[src/rtl/sram_weight_loader.sv]
// Byte-stream to 72-bit SRAM word packer driving the weight SRAM write port.
// Optional LOADER_CHECKSUM_EN adds a modulo-2^16 running sum of accepted bytes.
module sram_weight_loader #(
   parameter int DATA_W         = 8,
   parameter int BYTES_PER_WORD = 9,
   parameter int ADDR_W         = 10,
   parameter int DEPTH          = 576
) (
   input  logic                             clk,
   input  logic                             rst,
   input  logic                             start,
   input  logic [ADDR_W-1:0]                base_addr,
   input  logic [ADDR_W-1:0]                word_cnt,
   input  logic                             byte_valid,
   input  logic [DATA_W-1:0]                byte_data,
   output logic                             byte_ready,
   output logic                             write_en,
   output logic [DATA_W*BYTES_PER_WORD-1:0] data_w,
   output logic [ADDR_W-1:0]                addr_w,
   output logic                             busy,
   output logic                             done,
   output logic                             err,
   output logic [15:0]                      checksum
);

   localparam int WORD_W = DATA_W * BYTES_PER_WORD;
   localparam int BUF_W  = WORD_W - DATA_W;
   localparam logic [ADDR_W:0] DEPTH_V   = (ADDR_W+1)'(DEPTH);
   localparam logic [3:0]      LAST_BYTE = 4'(BYTES_PER_WORD - 1);

   typedef enum logic [1:0] {IDLE, COLLECT, WRITE, FIN} state_t;

   state_t            state, state_next;
   logic [3:0]        byte_cnt;
   logic [BUF_W-1:0]  pack_buf;
   logic [ADDR_W-1:0] next_addr;
   logic [ADDR_W-1:0] rem;
   logic [ADDR_W:0]   span;
   logic              range_bad;
   logic              start_ok;
   logic              accept;
   logic              last_byte;

   assign accept    = byte_valid && byte_ready;
   assign last_byte = (byte_cnt == LAST_BYTE);

   always_ff @(posedge clk or posedge rst) begin
      if (rst) state <= IDLE;
      else     state <= state_next;
   end

   // NOTE: every signal gets a default before the case so no path leaves it unassigned (no latches).
   always_comb begin
      state_next = state;
      span       = {1'b0, base_addr} + {1'b0, word_cnt};
      range_bad  = (span > DEPTH_V);
      start_ok   = 1'b0;
      case (state)
         IDLE: begin
            if (start && !range_bad) begin
               start_ok   = 1'b1;
               state_next = (word_cnt == '0) ? FIN : COLLECT;
            end
         end
         COLLECT: if (accept && last_byte) state_next = WRITE;
         WRITE:   state_next = (rem != '0) ? COLLECT : FIN;
         FIN:     state_next = IDLE;
         default: state_next = IDLE;
      endcase
   end

   // Outputs are registered from the next state so they line up with the state they describe.
   // NOTE: sequential state uses non-blocking assignments only, so evaluation order never matters.
   always_ff @(posedge clk or posedge rst) begin
      if (rst) begin
         byte_ready <= 1'b0;
         write_en   <= 1'b0;
         busy       <= 1'b0;
         done       <= 1'b0;
         err        <= 1'b0;
         data_w     <= '0;
         addr_w     <= '0;
         pack_buf   <= '0;
         next_addr  <= '0;
         rem        <= '0;
         byte_cnt   <= '0;
      end else begin
         byte_ready <= (state_next == COLLECT);
         write_en   <= (state_next == WRITE);
         busy       <= (state_next != IDLE);
         done       <= (state == FIN);

         if (start_ok)
            err <= 1'b0;
         else if (state == IDLE && start && range_bad)
            err <= 1'b1;

         if (start_ok) begin
            next_addr <= base_addr;
            rem       <= word_cnt;
            byte_cnt  <= '0;
         end else if (accept) begin
            if (last_byte) begin
               data_w    <= {byte_data, pack_buf};
               addr_w    <= next_addr;
               next_addr <= next_addr + 1'b1;
               rem       <= rem - 1'b1;
               byte_cnt  <= '0;
            end else begin
               pack_buf[int'(byte_cnt)*DATA_W +: DATA_W] <= byte_data;
               byte_cnt <= byte_cnt + 1'b1;
            end
         end
      end
   end

`ifdef LOADER_CHECKSUM_EN
   always_ff @(posedge clk or posedge rst) begin
      if (rst)           checksum <= '0;
      else if (start_ok) checksum <= '0;
      else if (accept)   checksum <= checksum + 16'(byte_data);
   end
`else
   assign checksum = '0;
`endif

endmodule

[config.mk]
export PLATFORM = sky130hd
export DESIGN_NAME = sram_weight_loader
export DESIGN_NICKNAME = d
export VERILOG_FILES = /design/src/rtl/sram_weight_loader.sv
export SDC_FILE = /design/constraint.sdc
export NUM_CORES = 1
export LEC_CHECK = 0
export ABC_AREA = 1
export CAP_MARGIN = 25
export CORE_MARGIN = 10
export CORE_UTILIZATION = 49
export DETAILED_ROUTE_END_ITERATION = 12
export PLACE_DENSITY = 0.83
export SETUP_SLACK_MARGIN = 0.15
export SLEW_MARGIN = 0
export SYNTH_ARGS = -nofsm -noshare
export SYNTH_HDL_FRONTEND = slang
export SYNTH_SLANG_ARGS = --single-unit
[constraint.sdc]
create_clock -name clk -period 6.2 [get_ports clk]
set_input_delay 1.55 -clock clk [delete_from_list [all_inputs] [get_ports clk]]
set_output_delay 1.55 -clock clk [all_outputs]
set_load 0.01 [all_outputs]
==> results.json, run 1 <==
{
  "status": "finished clean",
  "final_common_cell": "nand2_1",
  "reg2reg_from": "byte_cnt[0]",
  "max_freq_mhz": 217,
  "nFillCells": 1583,
  "cp_slowest_stage_delay_ns": 0.62,
  "die_w_um": 156,
  "startpoint": "word_cnt[0]",
  "synth_top_area_share_pct": 49.1,
  "via_count": 7492,
  "dpl.hpwl_mm": 15.1,
  "syn_inst": 1080,
  "n_antenna_cell": 0,
  "critPathBufInv": 3,
  "grt_use_total_pct": 18.1,
  "fin_skew_ns": 0.0141,
  "ctsHoldBuffers": 0,
  "grt_max_degree": 178,
  "cts_root_buffer": "clkbuf_16",
  "yosysSeqAreaShare_pct": 49.1,
  "areaGrowthSynthToFinish_pct": 18.4,
  "rows": 49,
  "setup_tns_ns": 0,
  "crit_end": "addr_w[2]",
  "wl_per_cell_um": 15.7,
  "cts_repair_resize_count": 0,
  "power.density_nw_per_um2": 383,
  "maxCapViolations": 0,
  "worst_setup_path_start_kind": "input pin",
  "timing_worst_slew_pin_value_ns": 0.974,
  "grt_pass1_vias": 7155,
  "crit_family": "simple AND/OR/NAND/NOR gates",
  "finalCritPeriodShare_pct": 74.4,
  "cp_max_fo": 97,
  "synthFlopType": "dfrtp_1",
  "path_common_cell": "nand2_1",
  "yosysWarningCount": 0,
  "avgSynthCellArea_um2": 8.35,
  "cts_buffer_depth": 2,
  "ff2ff_path_depth": 9,
  "grt-ovfl-total": 0,
  "cts_made_buffers": 17,
  "worstSetupPathType": "in2reg",
  "core-area_um2": 18000,
  "insertion_delay_ns": 0.44,
  "mostFrequentLayoutCells": "369 x nand2_1, 177 x dfrtp_1, 129 x nand3_1",
  "drc": 0,
  "postRouteAntennaNets": 0,
  "ios": 135,
  "path_cells": "clkdlybuf4s50_1 -> ha_1 -> inv_1 -> fa_1 -> inv_1 -> nand2_1 -> nand2_1 -> nand3_1 -> nand2_1 -> xor2_1 -> nand2_1 -> nand2_1 -> nand2_2 -> nand2_8 -> nand2_4 -> o21ai_0",
  "period_minus_slack_ns": 4.61,
  "ys_ff_latch": 177,
  "first_pass_iters": 5,
  "cp.depth": 16,
  "syn_area_um2": 9010,
  "arrival_ns": 4.94,
  "netlist-cell-type-count": 39,
  "layout-drive-gt1-share_pct": 6.54,
  "leakagePower_uw": 0.00546,
  "async_reset_ff_share_pct": 100,
  "grt_pass1_wl_mm": 36.3,
  "yosys.area.top_type": "dfrtp_1",
  "gp_congestion": 0.937,
  "drt-initial-drc-count": 852,
  "die_h_um": 156,
  "ir_worst_vdd_mv": 0.357,
  "slowest_stage": "nand2_4",
  "post_cts_buffers": 0,
  "io_buffers": 118,
  "clk_pin_slew_ns": 0.07,
  "required_ns": 6.53,
  "routed_via_density": 5.32,
  "r2r-end": "addr_w[2]",
  "antenna_found_initial": 0,
  "slew-limit-headroom_pct": 35.1,
  "maxSlewViolCount": 0,
  "synth_edf_count": 0,
  "whs_ns": 0.471,
  "cts_tree": "yes",
  "wl_mm": 22.1,
  "clock_sinks": 177,
  "multiInputGateArea_um2": 3830,
  "synth_area_leaders": "dfrtp_1 49%, nand2_1 15%, nand3_1 7.2%",
  "hold_viol": 0,
  "final_net_count": 1213,
  "worstSetupEndpointType": "flip-flop",
  "seqCellArea_um2": 4430,
  "setup_viol": 0,
  "reg2reg_slack_ns": 2.34,
  "hold_class": "reg2reg",
  "grt_setup_unrepaired": "false",
  "initial_utilization_pct": 50.0,
  "die_area_um2": 24200,
  "cts_max_level": 4
}
## state kept, by name (all words and copies together), names as in the netlist
signal,cells
write_en,1
data_w,72
byte_ready,1
addr_w,10
byte_cnt,4
state,2
err,1
next_addr,10
pack_buf,64
done,1
busy,1
rem,10
## Yosys cell counts (2+ instances only)
library cell and count:
nand2_1 369, nor2_1 40, o21ai_0 21, nor2_2 6
buf_1 2, a21oi_1 6, dfrtp_1 177, a21o_1 2
nor3_1 18, nand2_4 2, buf_2 24, nand3b_1 2
buf_4 20, buf_6 16, nand3_1 129, nor3_4 6
xor2_1 15, nand2_2 5, nand4_1 68, nand3_2 3
nor4_1 19, nand3_4 6, ha_1 15, clkbuf_1 10
o21ai_1 7, inv_1 75, inv_2 4, xnor2_1 2
## where the power goes
part           switching (uW)  internal (uW)  total, uW
combinational             904            495       1400
clock                     468            573       1040
sequential                212           1430       1640
## layout make-up
class                   instances  share of cell area [%]
flip-flops and latches        177                    41.5
multi-input cells             764                    35.9
repair buffers                126                    11.7
clock buffers                  20                    4.19
inverters                      79                    2.81
well taps                     229                    2.68
clock inverters                12                    1.17
## worst register-to-register path, stage by stage (launching register included)
cell and delay, ns:
dfrtp_1 0.70, inv_1 0.36, ha_1 0.19, inv_1 0.05, nor2_2 0.22, nand2_1 0.17, nor2_4 0.60, buf_4 0.45
nand2_4 0.56, o21ai_0 0.45
## worst min path at each step
stage	startpoint	endpoint	slack (ns)	cells after the start
after floorplan	pack_buf[0]	pack_buf[0]	0.44	2
after global placement	addr_w[3]	addr_w[3]	0.46	2
after detailed placement	data_w[2]	data_w[2]	0.46	2
after CTS	data_w[2]	data_w[2]	0.47	2
after global routing	data_w[48]	data_w[48]	0.50	2
final	data_w[5]	data_w[5]	0.47	2
## per-layer routing
layer,track usage [%],vias up,part of all wire (%)
li1,-,3706,-
met1,23.8,3518,44
met2,27.6,219,46
met3,5.02,49,6.4
met4,7.31,0,3.1
met5,0,-,0
## per-stage QoR
stage                     worst slack, ns  util, %  std cells  power (uW)  instance area (um2)
after floorplan                      2.38        -       1095        2610                 9070
after CTS                            1.56     59.2       1407        4090                10700
after global placement               1.33     56.0       1375        2980                10100
final                                1.59     59.2       1407        4080                10700
after detailed placement             1.11     56.0       1375        3030                10100
after global routing                 1.23     59.2       1407        4340                10700
## cell families (layout without fill, tap and decap cells)
logic type,Yosys count,in the layout,share of synthesized area [%]
AO/OA/AOI/OAI,39,39,2.42
other,1,16,0.0416
AND/OR/NAND/NOR,676,676,35.3
XOR/XNOR,17,17,1.65
buffers and inverters,154,237,9.13
adder cells (fa/ha/maj),16,16,2.30
flip-flops,177,177,49.1
No activity file was read; power rests on OpenSTA's default activity.
==> run 2, diff against run 1 <==
- clock period: 6.2 -> 4.05 ns (I/O delays scaled with it)
==> run 2 against run 1 <==
Compared with the run above: largest cell class unchanged; worst hold slack is essentially flat; final cell count grew 1.1%; critical path depth grew 2; critical endpoint is now pack_buf[40]; total power grew 55%.
==> results.json, run 2 (synthesis results as in run 1) <==
{
  "wl_per_cell_um": 15.8,
  "layout-drive-gt1-share_pct": 7.88,
  "slowest_stage": "clkdlybuf4s50_1",
  "rows": 49,
  "hold_class": "reg2reg",
  "cts_repair_resize_count": 0,
  "first_pass_iters": 5,
  "hold_viol": 0,
  "cts_made_buffers": 17,
  "cts_tree": "yes",
  "die_w_um": 156,
  "cts_root_buffer": "clkbuf_16",
  "mostFrequentLayoutCells": "369 x nand2_1, 177 x dfrtp_1, 129 x nand3_1",
  "ios": 135,
  "final_area_um2": 10900,
  "cp_slowest_stage_delay_ns": 0.52,
  "setup_viol": 0,
  "multiInputGateArea_um2": 3830,
  "setup_tns_ns": 0,
  "post_dp_cell_area_um2": 10300,
  "largest_registers": "data_w x72, pack_buf x64",
  "path_cells": "clkdlybuf4s50_1 -> ha_1 -> inv_1 -> fa_1 -> inv_1 -> nand2_1 -> nand2_1 -> nand3_1 -> nand2_1 -> xor2_1 -> nand2_1 -> nand2_1 -> nand2_2 -> nand2_8 -> buf_12 -> nand3_4 -> nand2_1 -> nand2_1",
  "maxSlewViolCount": 0,
  "timing_worst_slew_pin_value_ns": 0.867,
  "grt_setup_unrepaired": "false",
  "power.density_nw_per_um2": 582,
  "seqCellArea_um2": 4430,
  "leakagePower_uw": 0.00558,
  "grt_pass1_vias": 7409,
  "maxCapViolations": 0,
  "critPathBufInv": 4,
  "core-area_um2": 18000,
  "cp_max_fo": 49,
  "required_ns": 4.37,
  "status": "finished clean",
  "die_area_um2": 24200,
  "period_minus_slack_ns": 3.46,
  "routed_via_density": 5.36,
  "fin_ws_ns": 0.589,
  "p_comb_share_pct": 34.5,
  "cts_max_level": 4,
  "ctsHoldBuffers": 0,
  "initial_utilization_pct": 50.0,
  "io_buffers": 118,
  "die_h_um": 156,
  "worst_setup_path_start_kind": "input pin",
  "via_count": 7621,
  "clk_pin_slew_ns": 0.07,
  "gp_congestion": 0.913,
  "crit_family": "simple AND/OR/NAND/NOR gates",
  "cell_internal_pwr_uw": 3860,
  "grt_pass1_wl_mm": 37.5,
  "final_net_count": 1228,
  "worstSetupEndpointType": "flip-flop",
  "grt-ovfl-total": 0,
  "whs_ns": 0.471,
  "wl_mm": 22.4,
  "post_cts_buffers": 0,
  "worstSetupPathType": "in2reg",
  "n_antenna_cell": 0,
  "p_clk_share_pct": 25.8,
  "insertion_delay_ns": 0.44,
  "p_switching_uw": 2460,
  "max_freq_mhz": 289,
  "cts_buffer_depth": 2,
  "slew-limit-headroom_pct": 42.2,
  "top_register": "data_w",
  "drc": 0,
  "fin_skew_ns": 0.0101,
  "finalCritPeriodShare_pct": 85.5,
  "ir_worst_vdd_mv": 0.385,
  "arrival_ns": 3.78,
  "nFillCells": 1566,
  "swShare_pct": 38.9,
  "drt-initial-drc-count": 694,
  "grt_use_total_pct": 18.8,
  "pre_cts_ws_ns": 0.211,
  "dpl.hpwl_mm": 16.4,
  "grt_max_degree": 61,
  "largest_register_ff_count": 72,
  "clock_sinks": 177,
  "seqPwrFrac_pct": 39.7,
  "final_common_cell": "nand2_1",
  "antenna_found_initial": 0,
  "postRouteAntennaNets": 0,
  "areaGrowthSynthToFinish_pct": 20.6,
  "path_common_cell": "nand2_1"
}
## run 2: power groups by stage
| stage | combinational, uW | sequential, uW | clock, uW |
|---|---|---|---|
| after floorplan | 1490 | 2510 | 0 |
| after global placement | 2100 | 2510 | 0 |
| after detailed placement | 2170 | 2530 | 0 |
| after CTS | 2190 | 2500 | 1670 |
| after global routing | 2420 | 2560 | 1740 |
| final | 2180 | 2510 | 1630 |
## run 2: area by class of cell
type | instances | area share [%]
clock buffers | 17 | 3.91
clock inverters | 15 | 1.53
inverters | 79 | 2.76
multi-input cells | 764 | 35.3
flip-flops and latches | 177 | 40.8
well taps | 229 | 2.64
repair buffers | 141 | 13.1
## run 2: worst paths after layout
kind | startpoint | to | slack [ns] | cells past startpoint
hold / removal | data_w[57] | data_w[57] | 0.47 | 2
setup reg to reg | byte_cnt[0] | pack_buf[34] | 0.85 | 14
min in group asynchronous | rst | pack_buf[8] | 1.03 | 2
setup / recovery | word_cnt[0] | pack_buf[40] | 0.59 | 18
hold reg to reg | data_w[57] | data_w[57] | 0.47 | 2
max in group asynchronous | rst | data_w[35] | 2.08 | 3
## run 2: worst min-delay path, cell delays in order, from the launching register on
cell and delay (ns):
dfrtp_1 0.35, nand2_1 0.05, nand2_1 0.04
## run 2: per-stage QoR
stage                     cells  utilization (%)  power [uW]
after floorplan            1095                -        4000
after global placement     1390             57.0        4620
after detailed placement   1390             57.0        4700
after CTS                  1422             60.3        6360
after global routing       1422             60.3        6730
final                      1422             60.3        6320
## run 2: routing by layer
layer  vias to the layer above  part of all wire [%]  GRT usage (%)  routed length, um
li1                       3717                     -              -                  -
met1                      3649                    42           23.6               9460
met2                       221                    49           30.7              11000
met3                        34                   6.6           5.27               1480
met4                         0                   2.1           6.42                463
met5                         -                     0              0                  0
==> run 3, diff against run 2 <==
- CAP_MARGIN: 25 -> 20
==> results of run 3 <==
Final layout, timing and power as in run 2 (identical DEF).
